==> src/rtl/btn_evt_pkg.sv <==
// btn_evt_pkg: shared event-type and per-button FSM state encodings for button_event_arbiter
package btn_evt_pkg;
  localparam logic [1:0] EVT_SHORT  = 2'b00;
  localparam logic [1:0] EVT_LONG   = 2'b01;
  localparam logic [1:0] EVT_REPEAT = 2'b10;
  typedef enum logic [1:0] {ARM, IDLE, PRESS, HELD} btn_state_e;
  // Index of the k-th slot scanned when the round-robin search starts at base.
  function automatic int rr_idx(input int base, input int k, input int n);
    return (base + k) % n;
  endfunction
endpackage

==> src/rtl/btn_press_fsm.sv <==
// btn_press_fsm: classifies one debounced button into SHORT / LONG / REPEAT events
// Ports:
//   clk, rst          system clock, synchronous active-high reset
//   btn_i             debounced button level, 1 = pressed
//   evt_raise_o       one-cycle pulse: an event is raised at the coming clock edge
//   evt_kind_o        event type accompanying evt_raise_o
// Build option: BTN_AUTO_REPEAT_EN adds the repeat counter and REPEAT events.
module btn_press_fsm
  import btn_evt_pkg::*;
#(
  parameter int LONG_TICKS = 50_000_000
`ifdef BTN_AUTO_REPEAT_EN
  , parameter int REPEAT_TICKS = 10_000_000
`endif
) (
  input  logic       clk,
  input  logic       rst,
  input  logic       btn_i,
  output logic       evt_raise_o,
  output logic [1:0] evt_kind_o
);
  localparam int HW = $clog2(LONG_TICKS + 1);
  btn_state_e state_q;
  logic [HW-1:0] hold_q;
  logic long_hit;
  // The raise is decoded from the current state so the pending slot captures it on the same edge the FSM moves.
  assign long_hit = state_q == PRESS && btn_i && hold_q == HW'(LONG_TICKS - 1);
`ifdef BTN_AUTO_REPEAT_EN
  localparam int RW = $clog2(REPEAT_TICKS);
  logic [RW-1:0] rep_q;
  logic rep_hit;
  assign rep_hit     = state_q == HELD && btn_i && rep_q == RW'(REPEAT_TICKS - 1);
  assign evt_raise_o = (state_q == PRESS && !btn_i) || long_hit || rep_hit;
  assign evt_kind_o  = long_hit ? EVT_LONG : rep_hit ? EVT_REPEAT : EVT_SHORT;
`else
  assign evt_raise_o = (state_q == PRESS && !btn_i) || long_hit;
  assign evt_kind_o  = long_hit ? EVT_LONG : EVT_SHORT;
`endif
  always_ff @(posedge clk) begin
    if (rst) begin
      state_q <= ARM;
      hold_q  <= '0;
`ifdef BTN_AUTO_REPEAT_EN
      rep_q   <= '0;
`endif
    end else begin
      case (state_q)
        ARM:   if (!btn_i) state_q <= IDLE;
        IDLE:  if (btn_i) begin
          state_q <= PRESS;
          hold_q  <= HW'(1);
        end
        // Release is tested first, so a release on the threshold cycle is a SHORT.
        PRESS: if (!btn_i) state_q <= IDLE;
          else if (long_hit) begin
            state_q <= HELD;
`ifdef BTN_AUTO_REPEAT_EN
            rep_q   <= '0;
`endif
          end else hold_q <= hold_q + 1'b1;
        HELD:  if (!btn_i) state_q <= IDLE;
`ifdef BTN_AUTO_REPEAT_EN
          else rep_q <= rep_hit ? '0 : rep_q + 1'b1;
`endif
      endcase
    end
  end
endmodule

==> src/rtl/button_event_arbiter.sv <==
// button_event_arbiter: turns debounced buttons into SHORT/LONG/REPEAT events on one valid/ready port
// Ports:
//   clk, rst          system clock, synchronous active-high reset
//   btn_in            debounced button levels, 1 = pressed
//   evt_valid         event available
//   evt_ready         consumer accepts when evt_valid && evt_ready
//   evt_btn           index of the button that produced the event
//   evt_type          00 SHORT, 01 LONG, 10 REPEAT
//   evt_overrun       sticky: a pending event was overwritten before being granted
// Build option: BTN_AUTO_REPEAT_EN enables REPEAT events while a button is held after LONG.
module button_event_arbiter
  import btn_evt_pkg::*;
#(
  parameter int NUM_BTN      = 4,
  parameter int LONG_TICKS   = 50_000_000,
  parameter int REPEAT_TICKS = 10_000_000
) (
  input  logic                       clk,
  input  logic                       rst,
  input  logic [NUM_BTN-1:0]         btn_in,
  output logic                       evt_valid,
  input  logic                       evt_ready,
  output logic [$clog2(NUM_BTN)-1:0] evt_btn,
  output logic [1:0]                 evt_type,
  output logic                       evt_overrun
);
  localparam int BW = $clog2(NUM_BTN);
  logic [NUM_BTN-1:0] evt_raise;
  logic [NUM_BTN-1:0][1:0] evt_kind;
  logic [NUM_BTN-1:0] pend_q, pend_d, clr;
  logic [NUM_BTN-1:0][1:0] ptype_q, ptype_d;
  logic [BW-1:0] ptr_q, ptr_d, btn_q, btn_d, gidx;
  logic [1:0] type_q, type_d;
  logic valid_q, valid_d, ovr_q, ovr_d, gnt_ok, load;
  if (NUM_BTN < 2 || LONG_TICKS < 2 || REPEAT_TICKS < 2) begin : g_bad_params
    $error("button_event_arbiter: NUM_BTN, LONG_TICKS and REPEAT_TICKS must be >= 2");
  end
  for (genvar i = 0; i < NUM_BTN; i++) begin : g_btn
    btn_press_fsm #(
      .LONG_TICKS(LONG_TICKS)
`ifdef BTN_AUTO_REPEAT_EN
      , .REPEAT_TICKS(REPEAT_TICKS)
`endif
    ) u_fsm (
      .clk        (clk),
      .rst        (rst),
      .btn_i      (btn_in[i]),
      .evt_raise_o(evt_raise[i]),
      .evt_kind_o (evt_kind[i])
    );
  end
  always_comb begin
    gnt_ok = 1'b0;
    gidx   = '0;
    // Scan from the far end back towards ptr so the nearest set slot wins.
    for (int k = NUM_BTN - 1; k >= 0; k--) begin
      if (pend_q[rr_idx(int'(ptr_q), k, NUM_BTN)]) begin
        gnt_ok = 1'b1;
        gidx   = BW'(rr_idx(int'(ptr_q), k, NUM_BTN));
      end
    end
    load    = gnt_ok && (!valid_q || evt_ready);
    clr     = load ? NUM_BTN'(1) << gidx : '0;
    // A slot granted this edge is free again, so a new event for it is not an overrun.
    pend_d  = (pend_q & ~clr) | evt_raise;
    ovr_d   = ovr_q | (|(pend_q & ~clr & evt_raise));
    for (int i = 0; i < NUM_BTN; i++) ptype_d[i] = evt_raise[i] ? evt_kind[i] : ptype_q[i];
    valid_d = load || (valid_q && !evt_ready);
    btn_d   = load ? gidx : btn_q;
    type_d  = load ? ptype_q[gidx] : type_q;
    ptr_d   = !load ? ptr_q : gidx == BW'(NUM_BTN - 1) ? '0 : gidx + 1'b1;
  end
  always_ff @(posedge clk) begin
    if (rst) begin
      pend_q  <= '0;
      ptype_q <= '0;
      ptr_q   <= '0;
      valid_q <= 1'b0;
      btn_q   <= '0;
      type_q  <= EVT_SHORT;
      ovr_q   <= 1'b0;
    end else begin
      pend_q  <= pend_d;
      ptype_q <= ptype_d;
      ptr_q   <= ptr_d;
      valid_q <= valid_d;
      btn_q   <= btn_d;
      type_q  <= type_d;
      ovr_q   <= ovr_d;
    end
  end
  assign evt_valid   = valid_q;
  assign evt_btn     = btn_q;
  assign evt_type    = type_q;
  assign evt_overrun = ovr_q;
endmodule
==> config.mk <==
export PLATFORM = sky130hd
export DESIGN_NAME = button_event_arbiter
export DESIGN_NICKNAME = d
export VERILOG_FILES = /design/src/rtl/btn_evt_pkg.sv /design/src/rtl/btn_press_fsm.sv /design/src/rtl/button_event_arbiter.sv
export SDC_FILE = /design/constraint.sdc
export NUM_CORES = 1
export LEC_CHECK = 0
export CAP_MARGIN = 40
export CORE_ASPECT_RATIO = 1.5
export CORE_MARGIN = 10
export CORE_UTILIZATION = 40
export DETAILED_ROUTE_END_ITERATION = 12
export GPL_TIMING_DRIVEN = 0
export PLACE_DENSITY_LB_ADDON = 0.08
export SYNTH_ARGS = -nofsm -noshare
export SYNTH_HDL_FRONTEND = slang
export SYNTH_SLANG_ARGS = --single-unit
==> constraint.sdc <==
create_clock -name clk -period 2.8 [get_ports clk]
set_input_delay 0.56 -clock clk [delete_from_list [all_inputs] [get_ports clk]]
set_output_delay 0.56 -clock clk [all_outputs]
set_load 0.01 [all_outputs]
* Word-level counts from Yosys, hierarchy flattened
Cells that the tools add are included.
Storage, ports and cells: flip-flop bits (word level) 132, bits in latches 0, bits in writable memories 0, bits in read-only memories 0, input bits 7, output and inout port bits 6, word-level logic and storage cells 190, memories 0
Operators by class: add/subtract/negate cells 8, multipliers 0, div/mod/pow operators 0, order comparisons 5, equality and inequality tests 37, shifts and indexed selects 1, mux-type cells 63, bitwise gates (word level) 8, reductions and logical operators 50
Operators by type and width (number):
- $mux 26 | 12
- $pmux 26 s2 | 4
- $add 26x1->26 const B | 4
- $eq 26x26->1 const B | 4
- $mux 2 | 22
- $ne 2x2->1 const B | 16
- $pmux 2 s3 | 4
- $eq 2x2->1 const B | 9
- $reduce_and 4->1 | 4
- $mux 1 | 15
- $logic_and 1x1->1 | 14
- $reduce_or 2->1 | 7
- $lt 3x4->1 const B | 3
- $ne 3x2->1 const B | 4
- $reduce_and 3->1 | 4
- $and 4x4->4 | 2
- $bmux 1 s2 | 4
- $eq 2x1->1 const B | 4
- $logic_not 2->1 | 4
- $reduce_bool 2->1 | 4
- $logic_not 1->1 | 6
- $logic_or 1x1->1 | 6
- $lt 2x3->1 const B | 2
- $add 2x1->2 const B | 2
- other kinds (9) | 12

* Longest topological paths before layout
Gate-level depths: netlist (run 1).
depth in word-level cells 17, gate-level depth with buffers 10, mapped depth without buffers 9

* Cells and area by module
Synthesis (run 1) repeated with hierarchy kept, for this count alone.
Second synthesis, totals: cell total of the unflattened synthesis 836, area, all modules 7198.2 µm²
By module, submodules not included:
- btn_press_fsm | times used 4, cells each 184, area an instance 1571.5 µm², seq. area each 560.5 µm²
- button_event_arbiter | times used 1, cells each 100, area an instance 912.1 µm², seq. area each 400.4 µm²

* Worst setup path before layout (run 1)
Ideal clock, no wire load.
path type reg2reg, start point register pend_q[3], end point register ovr_q, in the netlist evt_overrun, setup time 0.081 ns, data arrival time 2.030 ns, required time 2.719 ns, slack 0.690 ns, cell stages (with the launch flop) 9, path buffers 0, clock period less this slack 2.110 ns, cell sequence dfxtp_1 -> inv_1 -> a22o_1 -> a211oi_1 -> inv_1 -> ha_1 -> a21boi_0 -> a21oi_1 -> a41oi_1
On the way: longest elaborated chain between the ends 14, elaborated cells on any way between the ends 27, those cells by class shift (1); mux (20); bitwise (4); reduce/logical (2)
RTL lines:
- start: declaration | line button_event_arbiter.sv:30 | logic [NUM_BTN-1:0] pend_q, pend_d, clr;
- start signal: assignment | line button_event_arbiter.sv:83 | pend_q <= pend_d;
- $bmux 1 s2 | line button_event_arbiter.sv:57 | if (pend_q[rr_idx(int'(ptr_q), k, NUM_BTN)]) begin
- $mux 1 (implied by the code) (2 in a row) | line button_event_arbiter.sv:57
- $mux 2 (3 in a row) | line button_event_arbiter.sv:57
- $mux 2 (*) | line button_event_arbiter.sv:57
- net gidx[0] | line button_event_arbiter.sv:32 | logic [BW-1:0] ptr_q, ptr_d, btn_q, btn_d, gidx;
- $shl 1x2->4 (*) | line button_event_arbiter.sv:63 | clr = load ? NUM_BTN'(1) << gidx : '0;
- $mux 4 (*) | line button_event_arbiter.sv:63
- $not 4->4 (*) | line button_event_arbiter.sv:66 | ovr_d = ovr_q | (|(pend_q & ~clr & evt_raise));
- $and 4x4->4 (*) (2 in a row) | line button_event_arbiter.sv:66
- $reduce_or 4->1 (*) | line button_event_arbiter.sv:66
- $or 1x1->1 (*) | line button_event_arbiter.sv:66
- end signal: assignment | line button_event_arbiter.sv:89 | ovr_q <= ovr_d;
- end: declaration | line button_event_arbiter.sv:34 | logic valid_q, valid_d, ovr_q, ovr_d, gnt_ok, load;
The timed path passes the listed nets; every way through them passes the cells marked *. The select of a mux whose other input is x is not followed. A chain may end at the register's enable or synchronous reset.

* Worst setup path after layout (run 1)
start point register g_btn[1].u_fsm.hold_q[0], end point register g_btn[1].u_fsm.hold_q[16]
On the way: longest elaborated chain between the ends 4, elaborated cells on any way between the ends 8, those cells by class add/sub (1); eq/ne (2); mux (3); reduce/logical (2)
RTL lines:
- start: declaration | line btn_press_fsm.sv:24 | logic [HW-1:0] hold_q;
- start signal: assignment | line btn_press_fsm.sv:60 | end else hold_q <= hold_q + 1'b1;
- $add 26x1->26 / $eq 26x26->1 (equally long branches) | line btn_press_fsm.sv:60, btn_press_fsm.sv:27
- $mux 26 / $logic_and 1x1->1 (equally long branches) | line btn_press_fsm.sv:55, btn_press_fsm.sv:27
- $mux 26 / $ne 2x2->1 (equally long branches)
- $pmux 26 s2 / $reduce_and 4->1 (equally long branches)
Several ways; a longest one is shown, not always the timed one. The select of a mux whose other input is x is not followed.

==> results.json, run 1 <==
{
  "critPathSlowestCell": "or4_4",
  "power_frac_seq_pct": 37.8,
  "timing_hold_violations_final": 0,
  "start_kind": "register",
  "tns_ns": 0,
  "root_buffer": "clkbuf_16",
  "grt_pass1_vias": 6120,
  "die_h_um": 179,
  "grt.total_usage_pct": 14.9,
  "drc_errors": 0,
  "status": "finished, final reports clean",
  "ys_ff_latch": 127,
  "synthTopCellsByArea": "dfxtp_1 38%, nor2_1 4.4%, a21oi_1 3.8%",
  "yosysMostFrequentCell": "dfxtp_1",
  "path_cells": "ha_1 > nand2_1 > or4_4 > o31ai_4 > buf_6 > nor4_1 > o21a_1",
  "num_rows": 58,
  "syn_to_final_growth_pct": 14.3,
  "top_usage_layer": "met2",
  "crit_start": "g_btn[1].u_fsm.hold_q[0]",
  "slew_headroom_pct": 55.1,
  "synth_common_cells": "127 x dfxtp_1, 80 x nor2_1, 62 x nand2_1",
  "clkLatencyLatePin_ns": 0.42,
  "wl_per_cell_um": 15.7,
  "synth.yosys.seq_area_share_pct": 37.5,
  "power.density_mw_per_mm2": 689,
  "via_count": 6140,
  "p_int_w": 0.00380,
  "nFillCells": 1667,
  "crit_type": "register to register",
  "antenna_cells": 0,
  "synth_ff_type": "dfxtp_1",
  "met3_usage_pct": 3.06,
  "start_util_pct": 40.6,
  "ctsResizeCount": 0,
  "netlist_area_mm2": 0.00678,
  "synth_area_leader_cell": "dfxtp_1",
  "synth_area_per_cell_um2": 8.32,
  "hpwl_um": 12300,
  "worstPathArrival_ns": 2.62,
  "clockBufferDepth": 2,
  "grt_overflow_total": 0,
  "yosysTopAreaCellShare_pct": 37.5,
  "slowest_delay_ns": 0.53,
  "switching_share_pct": 28.8,
  "post_cts_buffers": 0,
  "p_switching_w": 0.00154,
  "ctsHoldBuffers": 0,
  "cts_sinks": 127,
  "cp-end-kind": "register",
  "worst-path-buf-inv": 1,
  "met1_usage_pct": 16.8,
  "die-area_mm2": 0.0227,
  "drt-initial-drc-count": 389,
  "hp-class": "register to register",
  "ys_warn_count": 0,
  "reg2reg_from": "g_btn[1].u_fsm.hold_q[0]",
  "drt-vias-per-instance": 5.77,
  "antenna_found_initial": 0,
  "path_clk_slew_ns": 0.06,
  "cts_made_buffers": 17,
  "async_reset_ff_share_pct": 0,
  "timing.rr.end": "g_btn[1].u_fsm.hold_q[16]",
  "r2r_setup_slack_ns": 0.49,
  "syn_nets": 841,
  "rsz0062_at_grt": "false",
  "synth_edf_count": 0,
  "worst_slew_pin_slew_ns": 0.665,
  "port_buffers": 7,
  "detail-route-antenna-nets": 0,
  "core_area_mm2": 0.0167,
  "cp.depth": 7,
  "max_freq_mhz": 432,
  "p_leak_nw": 2.52,
  "finClkSkew_ns": 0.0126,
  "cp-endpoint": "g_btn[1].u_fsm.hold_q[16]",
  "use_met2_pct": 26.4,
  "ys_types": 73,
  "io_pins": 13,
  "drt_wl_total_um": 16800,
  "die_w_um": 126,
  "combPwrFrac_pct": 18.3,
  "drive_gt1_share_pct": 8.77,
  "finalNetCount": 869,
  "cts_tree": "built",
  "utilization_pct": 46.4,
  "crit_family": "simple AND/OR/NAND/NOR gates",
  "drv_cap": 0,
  "period_minus_slack_ns": 2.31,
  "vdd_ir_drop_max_v": 0.000441,
  "path_max_fanout": 10,
  "finalMaxSlewViolations": 0,
  "cp_data_required_time_ns": 3.10,
  "grt_max_degree": 17,
  "drt-pass1-iter-count": 5,
  "clkPwrFrac_pct": 43.9,
  "finalCritPeriodShare_pct": 82.6,
  "grt_pass1_wl_um": 29000,
  "synth_cells": 814,
  "htree_levels": 4,
  "r2r_cells": 7,
  "gp_congestion": 0.879,
  "setup_viol_count_final": 0
}
==> layer usage <==
| metal | routed length, um | part of all wire (%) | vias to the layer above |
|---|---|---|---|
| met2 | 8810 | 53 | 82 |
| met4 | 242 | 1.4 | 0 |
| met1 | 7280 | 43 | 2970 |
| met5 | 0 | 0 | - |
| li1 | - | - | 3068 |
| met3 | 423 | 2.5 | 20 |
==> layout make-up <==
type	instances	area, um^2	share of cell area (%)
Timing Repair Buffer	9	80.1	1.03
Buffer	40	195	2.52
Tap cell	210	263	3.39
Sequential cell	127	2540	32.8
Multi-Input combinational cell	620	3940	50.9
Clock inverter	11	163	2.10
Clock buffer	21	460	5.95
Inverter	27	101	1.31
==> power by group through the flow <==
stage	logic (W)	clock network, W	registers [W]
floorplan	0.000727	0	0.00203
global route	0.00110	0.00248	0.00203
finish	0.000974	0.00234	0.00202
CTS	0.000976	0.00239	0.00201
global placement	0.000928	0	0.00205
detailed placement	0.000970	0	0.00205
==> sequential cells by signal, summed over array words and instances, names as in the netlist <==
signal               count
ptr_q                    2
evt_btn                  2
evt_type                 1
g_btn.u_fsm.state_q      8
evt_valid                1
evt_overrun              1
pend_q                   4
g_btn.u_fsm.hold_q     104
ptype_q                  4
==> cell families (layout without fill, tap and decap cells) <==
logic type | count (synthesis) | in the layout | synth area share [%]
simple gates | 381 | 381 | 31.0
compound gates | 163 | 163 | 16.0
flops | 127 | 127 | 37.5
buf+inv | 67 | 108 | 4.38
xor+xnor | 46 | 46 | 5.95
fa+ha+maj | 20 | 20 | 3.69
mux | 9 | 9 | 1.38
other cells | 1 | 1 | 0.0553
==> cell usage in the layout (no fill, tap or decap), types with 7 or more instances in the layout <==
cell	count
a31oi_1	8
buf_2	9
and3_1	14
a21oi_1	52
o31ai_1	28
and4_1	11
clkdlybuf4s50_1	7
clkbuf_1	22
nand3_1	47
nand2_1	62
ha_1	20
dfxtp_1	127
or3_1	17
and2_1	12
xor2_1	22
nor4_1	18
xnor2_1	24
nand2b_1	7
or4_1	27
o21ai_0	17
inv_1	26
clkbuf_16	17
o21ai_1	10
nand4_1	37
nor2_1	80
nor3_1	20
==> tightest hold or removal path, stage by stage (launching register included) <==
cell,delay (ns)
dfxtp_1,0.32
nand2_1,0.05
a21oi_1,0.05
==> worst min path at each step <==
stage / from / to / slack, ns / depth (start not counted)
after floorplan: g_btn[0].u_fsm.hold_q[5] / g_btn[0].u_fsm.hold_q[5] / 0.44 / 2
after global routing: evt_btn[0] / evt_btn[0] / 0.50 / 2
after global placement: g_btn[0].u_fsm.hold_q[5] / g_btn[0].u_fsm.hold_q[5] / 0.46 / 2
after CTS: g_btn[1].u_fsm.hold_q[1] / g_btn[1].u_fsm.hold_q[1] / 0.48 / 2
after detailed placement: g_btn[1].u_fsm.hold_q[1] / g_btn[1].u_fsm.hold_q[1] / 0.47 / 2
final: evt_btn[0] / evt_btn[0] / 0.47 / 2
==> per-stage QoR <==
step	cells	hold WS, ns	power, W	instance area (um^2)	setup slack, ns
floorplan	814	0.442	0.00276	6780	0.690
global placement	1031	0.460	0.00297	7110	0.0874
detailed placement	1033	0.471	0.00302	7120	0.0762
CTS	1065	0.479	0.00538	7740	0.468
global route	1065	0.501	0.00562	7740	0.268
finish	1065	0.472	0.00533	7740	0.488
Note: power is estimated with default switching activity, not from simulation.
==> run 2: changes to the inputs <==
==> constraint.sdc (replaced) <==
create_clock -name clk -period 1.9 [get_ports clk]
set_input_delay 0.38 -clock clk [delete_from_list [all_inputs] [get_ports clk]]
set_output_delay 0.38 -clock clk [all_outputs]
set_load 0.01 [all_outputs]
==> run 2 against run 1 <==
  * The run now ends with setup timing left
  * Total power up 59%
  * Core utilization up 8.1 points
  * Sequential share of layout area down 3.9 points
  * Critical path depth up 1
  * Maximum frequency up 18%
  * Cell area up 17%
  * Flip-flop and latch count unchanged
  * Largest cell class unchanged
  * First-iteration DRC count down 1.5%
  * Cell count up 3.5%
  * Combinational power up 99%
  * Die area unchanged
==> results.json, run 2 (synthesized netlist as in run 1, its figures left out) <==
{
  "layout_common_cells": "80 x dfxtp_1, 78 x nor2_1, 58 x nand2_1, 46 x a21oi_1, 46 x buf_4",
  "drv_cap": 0,
  "drt-vias-per-instance": 5.80,
  "drt-pass1-iter-count": 4,
  "rsz0062_at_grt": "true",
  "start_kind": "register",
  "grt_pass1_wl_um": 30000,
  "grt_max_degree": 17,
  "die_w_um": 126,
  "reg_top3": "g_btn.u_fsm.hold_q: 104 flops, g_btn.u_fsm.state_q: 8 flops",
  "finClkSkew_ns": 0.0106,
  "start_util_pct": 40.6,
  "p_total_w": 0.00848,
  "via_count": 6392,
  "hp-class": "input pin to register",
  "hpwl_um": 12300,
  "worstPathArrival_ns": 2.30,
  "largest_reg_flops": 104,
  "status": "finished, violations left",
  "reg2reg_from": "g_btn[0].u_fsm.hold_q[7]",
  "die-area_mm2": 0.0227,
  "cts_tree": "built",
  "drive_gt1_share_pct": 32.6,
  "critPathSlowestCell": "or4b_4",
  "p_leak_nw": 3.05,
  "p_int_w": 0.00599,
  "power_frac_seq_pct": 35.9,
  "r2r_setup_slack_ns": -0.06,
  "period_minus_slack_ns": 1.96,
  "htree_levels": 4,
  "root_buffer": "clkbuf_16",
  "num_rows": 58,
  "cts_made_buffers": 17,
  "crit_type": "register to register",
  "crit_family": "simple AND/OR/NAND/NOR gates",
  "cts_sinks": 127,
  "wl_per_cell_um": 16.6,
  "antenna_found_initial": 0,
  "port_buffers": 7,
  "clockBufferDepth": 2,
  "use_met2_pct": 28.1,
  "placed_cells": 1032,
  "drt_wl_total_um": 18300,
  "core_area_mm2": 0.0167,
  "slowest_delay_ns": 0.54,
  "setup_ws_ns": -0.0558,
  "clkLatencyLatePin_ns": 0.42,
  "r2r_cells": 8,
  "cp-end-kind": "register",
  "combPwrFrac_pct": 22.9,
  "post-place-ws_ns": -0.697,
  "final_common_cell": "dfxtp_1",
  "path_clk_slew_ns": 0.05,
  "timing.rr.end": "g_btn[0].u_fsm.hold_q[10]",
  "nFillCells": 1540,
  "setup_viol_count_final": 8,
  "min_to": "ptype_q[6]",
  "syn_to_final_growth_pct": 34.1,
  "max_freq_mhz": 511,
  "final_cell_count_no_fill": 1102,
  "drt-initial-drc-count": 383,
  "antenna_cells": 0,
  "path_max_fanout": 5,
  "worst-path-buf-inv": 3,
  "finalMaxSlewViolations": 0,
  "cp_data_required_time_ns": 2.25,
  "violations": "setup timing",
  "finalNetCount": 908,
  "slew_headroom_pct": 57.3,
  "grt.total_usage_pct": 15.6,
  "top_usage_layer": "met2",
  "finalCritPeriodShare_pct": 103,
  "met3_usage_pct": 3.18,
  "path_cells": "or4b_4 > nor4_4 > and3_4 > buf_6 > buf_12 > buf_8 > o31ai_1 > a21oi_1",
  "detail-route-antenna-nets": 0,
  "drc_errors": 0,
  "vdd_ir_drop_max_v": 0.000641,
  "p_switching_w": 0.00249,
  "gp_congestion": 0.865,
  "worst_slew_pin_slew_ns": 0.641,
  "min_from": "btn_in[3]",
  "grt_overflow_total": 0,
  "switching_share_pct": 29.4,
  "hold_depth": 3,
  "timing_hold_violations_final": 0,
  "clkPwrFrac_pct": 41.1,
  "met1_usage_pct": 16.6,
  "grt_pass1_vias": 6181,
  "die_h_um": 179,
  "power.density_mw_per_mm2": 933,
  "largest_register": "g_btn.u_fsm.hold_q",
  "cp.depth": 8,
  "io_pins": 13
}
[run 2: changes by cell type in the layout (fill, tap and decap cells not counted), moves of 8 or more]
cell	delta
dfxtp_2	+36
dfxtp_1	-47
o31ai_1	-12
clkbuf_1	-12
nor4_1	-14
ha_1	-13
buf_4	+41
ha_4	+10
nor4_4	+8
o21ai_2	+9
dfxtp_4	+11
[run 2: power groups by stage]
stage          Combinational, W  Clock [W]  Sequential [W]
6_report                0.00194    0.00349         0.00305
5_1_grt                 0.00216    0.00366         0.00307
4_1_cts                 0.00165    0.00357         0.00301
3_5_place_dp            0.00143          0         0.00303
3_3_place_gp            0.00137          0         0.00302
2_1_floorplan           0.00108          0         0.00300
[run 2: cell type report]
cell class                      count  area (um^2)  share of cell area (%)
Tap cell                          210          263                    2.89
Sequential cell                   127         2630                    28.9
Multi-Input combinational cell    620         4730                    52.1
Clock inverter                      6          130                    1.43
Buffer                             35          262                    2.88
Clock buffer                       24          492                    5.41
Inverter                           27          108                    1.18
Timing Repair Buffer               53          472                    5.19
[run 2: worst max-delay path by stage]
stage / slack (ns) / end / startpoint
after floorplan: 0.003 / g_btn[1].u_fsm.hold_q[21] / g_btn[1].u_fsm.state_q[0]
after global placement: -0.67 / g_btn[2].u_fsm.hold_q[22] / btn_in[2]
after CTS: -0.11 / g_btn[1].u_fsm.hold_q[16] / g_btn[1].u_fsm.hold_q[0]
after global routing: -0.12 / g_btn[0].u_fsm.hold_q[1] / g_btn[0].u_fsm.hold_q[7]
final: -0.06 / g_btn[0].u_fsm.hold_q[10] / g_btn[0].u_fsm.hold_q[7]
after detailed placement: -0.70 / g_btn[2].u_fsm.hold_q[22] / btn_in[2]
[run 2: routing by layer]
metal	wire length, um	part of all wire [%]
met5	0	0
met4	342	1.9
met3	495	2.7
met2	10000	55
met1	7500	41
[run 2: tightest hold or removal path, stage by stage]
cell	delay (ns)
buf_2	0.18
nor2b_1	0.14
nor3_1	0.06
[run 2: per-stage QoR]
| step | area, um^2 | setup TNS, ns | hold slack (ns) | util [%] |
|---|---|---|---|---|
| final | 9090 | -0.292 | 0.383 | 54.5 |
| after global routing | 9090 | -1.61 | 0.381 | 54.5 |
| after CTS | 8430 | -1.01 | 0.342 | 50.5 |
| after detailed placement | 7130 | -27.59 | 0.464 | 42.7 |
| after global placement | 7120 | -25.88 | 0.459 | 42.7 |
| after floorplan | 6790 | 0 | 0.442 | - |
[run 2: what timing repair did]
item                                    in CTS  in global routing
setup buffers                               20                 24
endpoints found under the hold margin        0                  0
gates resized for setup                    131                152
cloned                                       3                  1
hold buffers                                 0                  0
pin swaps                                   33                 60
endpoints found under the setup margin     105                 96
==> run 3: changes to the inputs <==
==> constraint.sdc (replaced) <==
create_clock -name clk -period 1.7 [get_ports clk]
set_input_delay 0.34 -clock clk [delete_from_list [all_inputs] [get_ports clk]]
set_output_delay 0.34 -clock clk [all_outputs]
set_load 0.01 [all_outputs]
==> run 3 against run 2 <==
  * The flow still finishes with violations (setup timing)
  * Sequential power up 13%
  * Highest routed layer unchanged
  * Hold slack worse by 0.0072 ns
  * Critical path depth down 3
  * Die area unchanged
  * Maximum frequency down 1.5%
  * Via count up 6.7%
  * Register-to-register slack worse by 0.23 ns
  * Sequential share of layout area down 2.9 points
==> results.json, run 3 (synthesized netlist as in run 1, its figures left out) <==
{
  "start_util_pct": 40.6,
  "antenna_cells": 0,
  "slowest_delay_ns": 0.56,
  "num_rows": 58,
  "rsz0062_at_grt": "true",
  "drt-initial-drc-count": 487,
  "antenna_found_initial": 0,
  "grt_pass1_wl_um": 32600,
  "cp-end-kind": "register",
  "post-place-ws_ns": -0.698,
  "via_count": 6819,
  "grt_max_degree": 17,
  "drive_gt1_share_pct": 49.2,
  "cts_sinks": 127,
  "dpl_cell_area_mm2": 0.00743,
  "drv_cap": 0,
  "slew_headroom_pct": 49.7,
  "die_w_um": 126,
  "cp_data_required_time_ns": 2.01,
  "core_area_mm2": 0.0167,
  "die-area_mm2": 0.0227,
  "worstPathArrival_ns": 2.30,
  "layout_common_cells": "88 x buf_4, 76 x nor2_1, 54 x nand2_1, 49 x dfxtp_2, 46 x dfxtp_1",
  "fin_area_mm2": 0.0105,
  "hpwl_um": 12400,
  "htree_levels": 4,
  "path_clk_slew_ns": 0.06,
  "clockBufferDepth": 2,
  "die_h_um": 179,
  "root_buffer": "clkbuf_16",
  "io_pins": 13,
  "path_max_fanout": 4,
  "violations": "setup timing",
  "p_leak_nw": 3.78,
  "hp-class": "input pin to register",
  "max_freq_mhz": 503,
  "start_kind": "register",
  "finClkSkew_ns": 0.00957,
  "grt.total_usage_pct": 17.0,
  "nFillCells": 1346,
  "grt_overflow_total": 0,
  "largest_register": "g_btn.u_fsm.hold_q",
  "reg_top3": "g_btn.u_fsm.hold_q: 104 flops, g_btn.u_fsm.state_q: 8 flops",
  "setup_ws_ns": -0.286,
  "finalNetCount": 979,
  "crit_type": "register to register",
  "detail-route-antenna-nets": 0,
  "period_minus_slack_ns": 1.99,
  "status": "finished, violations left",
  "largest_reg_flops": 104,
  "wl_per_cell_um": 17.7,
  "power.density_mw_per_mm2": 936,
  "final_common_cell": "buf_4",
  "clkLatencyLatePin_ns": 0.43,
  "port_buffers": 7,
  "utilization_pct": 62.8,
  "finalMaxSlewViolations": 0,
  "cts_made_buffers": 17,
  "drt-pass1-iter-count": 5,
  "drt_wl_total_um": 20700,
  "finalCritPeriodShare_pct": 117,
  "whs_ns": 0.376,
  "vdd_ir_drop_max_v": 0.000645,
  "gp_congestion": 0.865,
  "grt_pass1_vias": 6764,
  "timing_hold_violations_final": 0,
  "syn_to_final_growth_pct": 54.6,
  "critPathSlowestCell": "or4b_4",
  "drt-vias-per-instance": 5.81,
  "worst_slew_pin_slew_ns": 0.754,
  "path_cells": "or4b_4 > nor4_4 > buf_4 > a31oi_4 > o221a_2",
  "setup_viol_count_final": 66,
  "cts_tree": "built",
  "drc_errors": 0
}
run 3: stage by stage:
step                instances  setup TNS (ns)  power, W
CTS                      1140           -7.50   0.00924
global route             1173          -15.18    0.0103
global placement         1031          -32.09   0.00513
finish                   1173           -9.40   0.00981
detailed placement       1031          -34.66   0.00521
floorplan                 814           -1.96   0.00476
run 3: power by group:
group | switching (W) | total [W] | internal [W]
logic | 0.00153 | 0.00286 | 0.00133
clock network | 0.00132 | 0.00350 | 0.00218
registers | 0.000267 | 0.00345 | 0.00318
total | 0.00312 | 0.00981 | 0.00669
run 3: worst max-delay path: cells and delay by family (launching register included):
family          cells  cell delay [ns]
flops               1             0.35
buf+inv             1             0.19
simple gates        2             0.94
compound gates      2             0.39
run 3: what timing repair did:
action                     in CTS  in global routing
pin swaps                     105                120
resized for setup             256                183
setup endpoints to repair     117                121
buffers inserted               75                 36
cloned                          8                  1
hold buffers                    0                  0
run 3: layer usage:
| layer | up-vias | routed length, um | GRT usage [%] | share of wire, % |
|---|---|---|---|---|
| li1 | 3313 | - | - | - |
| met1 | 3336 | 8100 | 17.5 | 39 |
| met2 | 131 | 11600 | 31.3 | 56 |
| met3 | 39 | 580 | 4.06 | 2.8 |
| met4 | 0 | 449 | 7.67 | 2.2 |
| met5 | - | 0 | 0 | 0 |
run 3: path summary, 6_finish.rpt:
kind	from	end	slack, ns	cells past startpoint
setup / recovery	g_btn[1].u_fsm.hold_q[9]	g_btn[1].u_fsm.hold_q[0]	-0.29	5
hold / removal	btn_in[3]	ptype_q[6]	0.38	3
setup reg to reg	g_btn[1].u_fsm.hold_q[9]	g_btn[1].u_fsm.hold_q[0]	-0.29	5
hold reg to reg	evt_btn[0]	evt_btn[0]	0.47	2
run 3: area by class of cell:
type	count	area, um^2	share of cell area, %
inverter	27	123	1.17
sequential	127	2720	26.0
tap	210	263	2.51
timing repair buffer	125	1120	10.7
buffer	34	335	3.20
clock inverter	6	57.6	0.549
clock buffer	24	502	4.79
multi-input combinational	620	5350	51.1
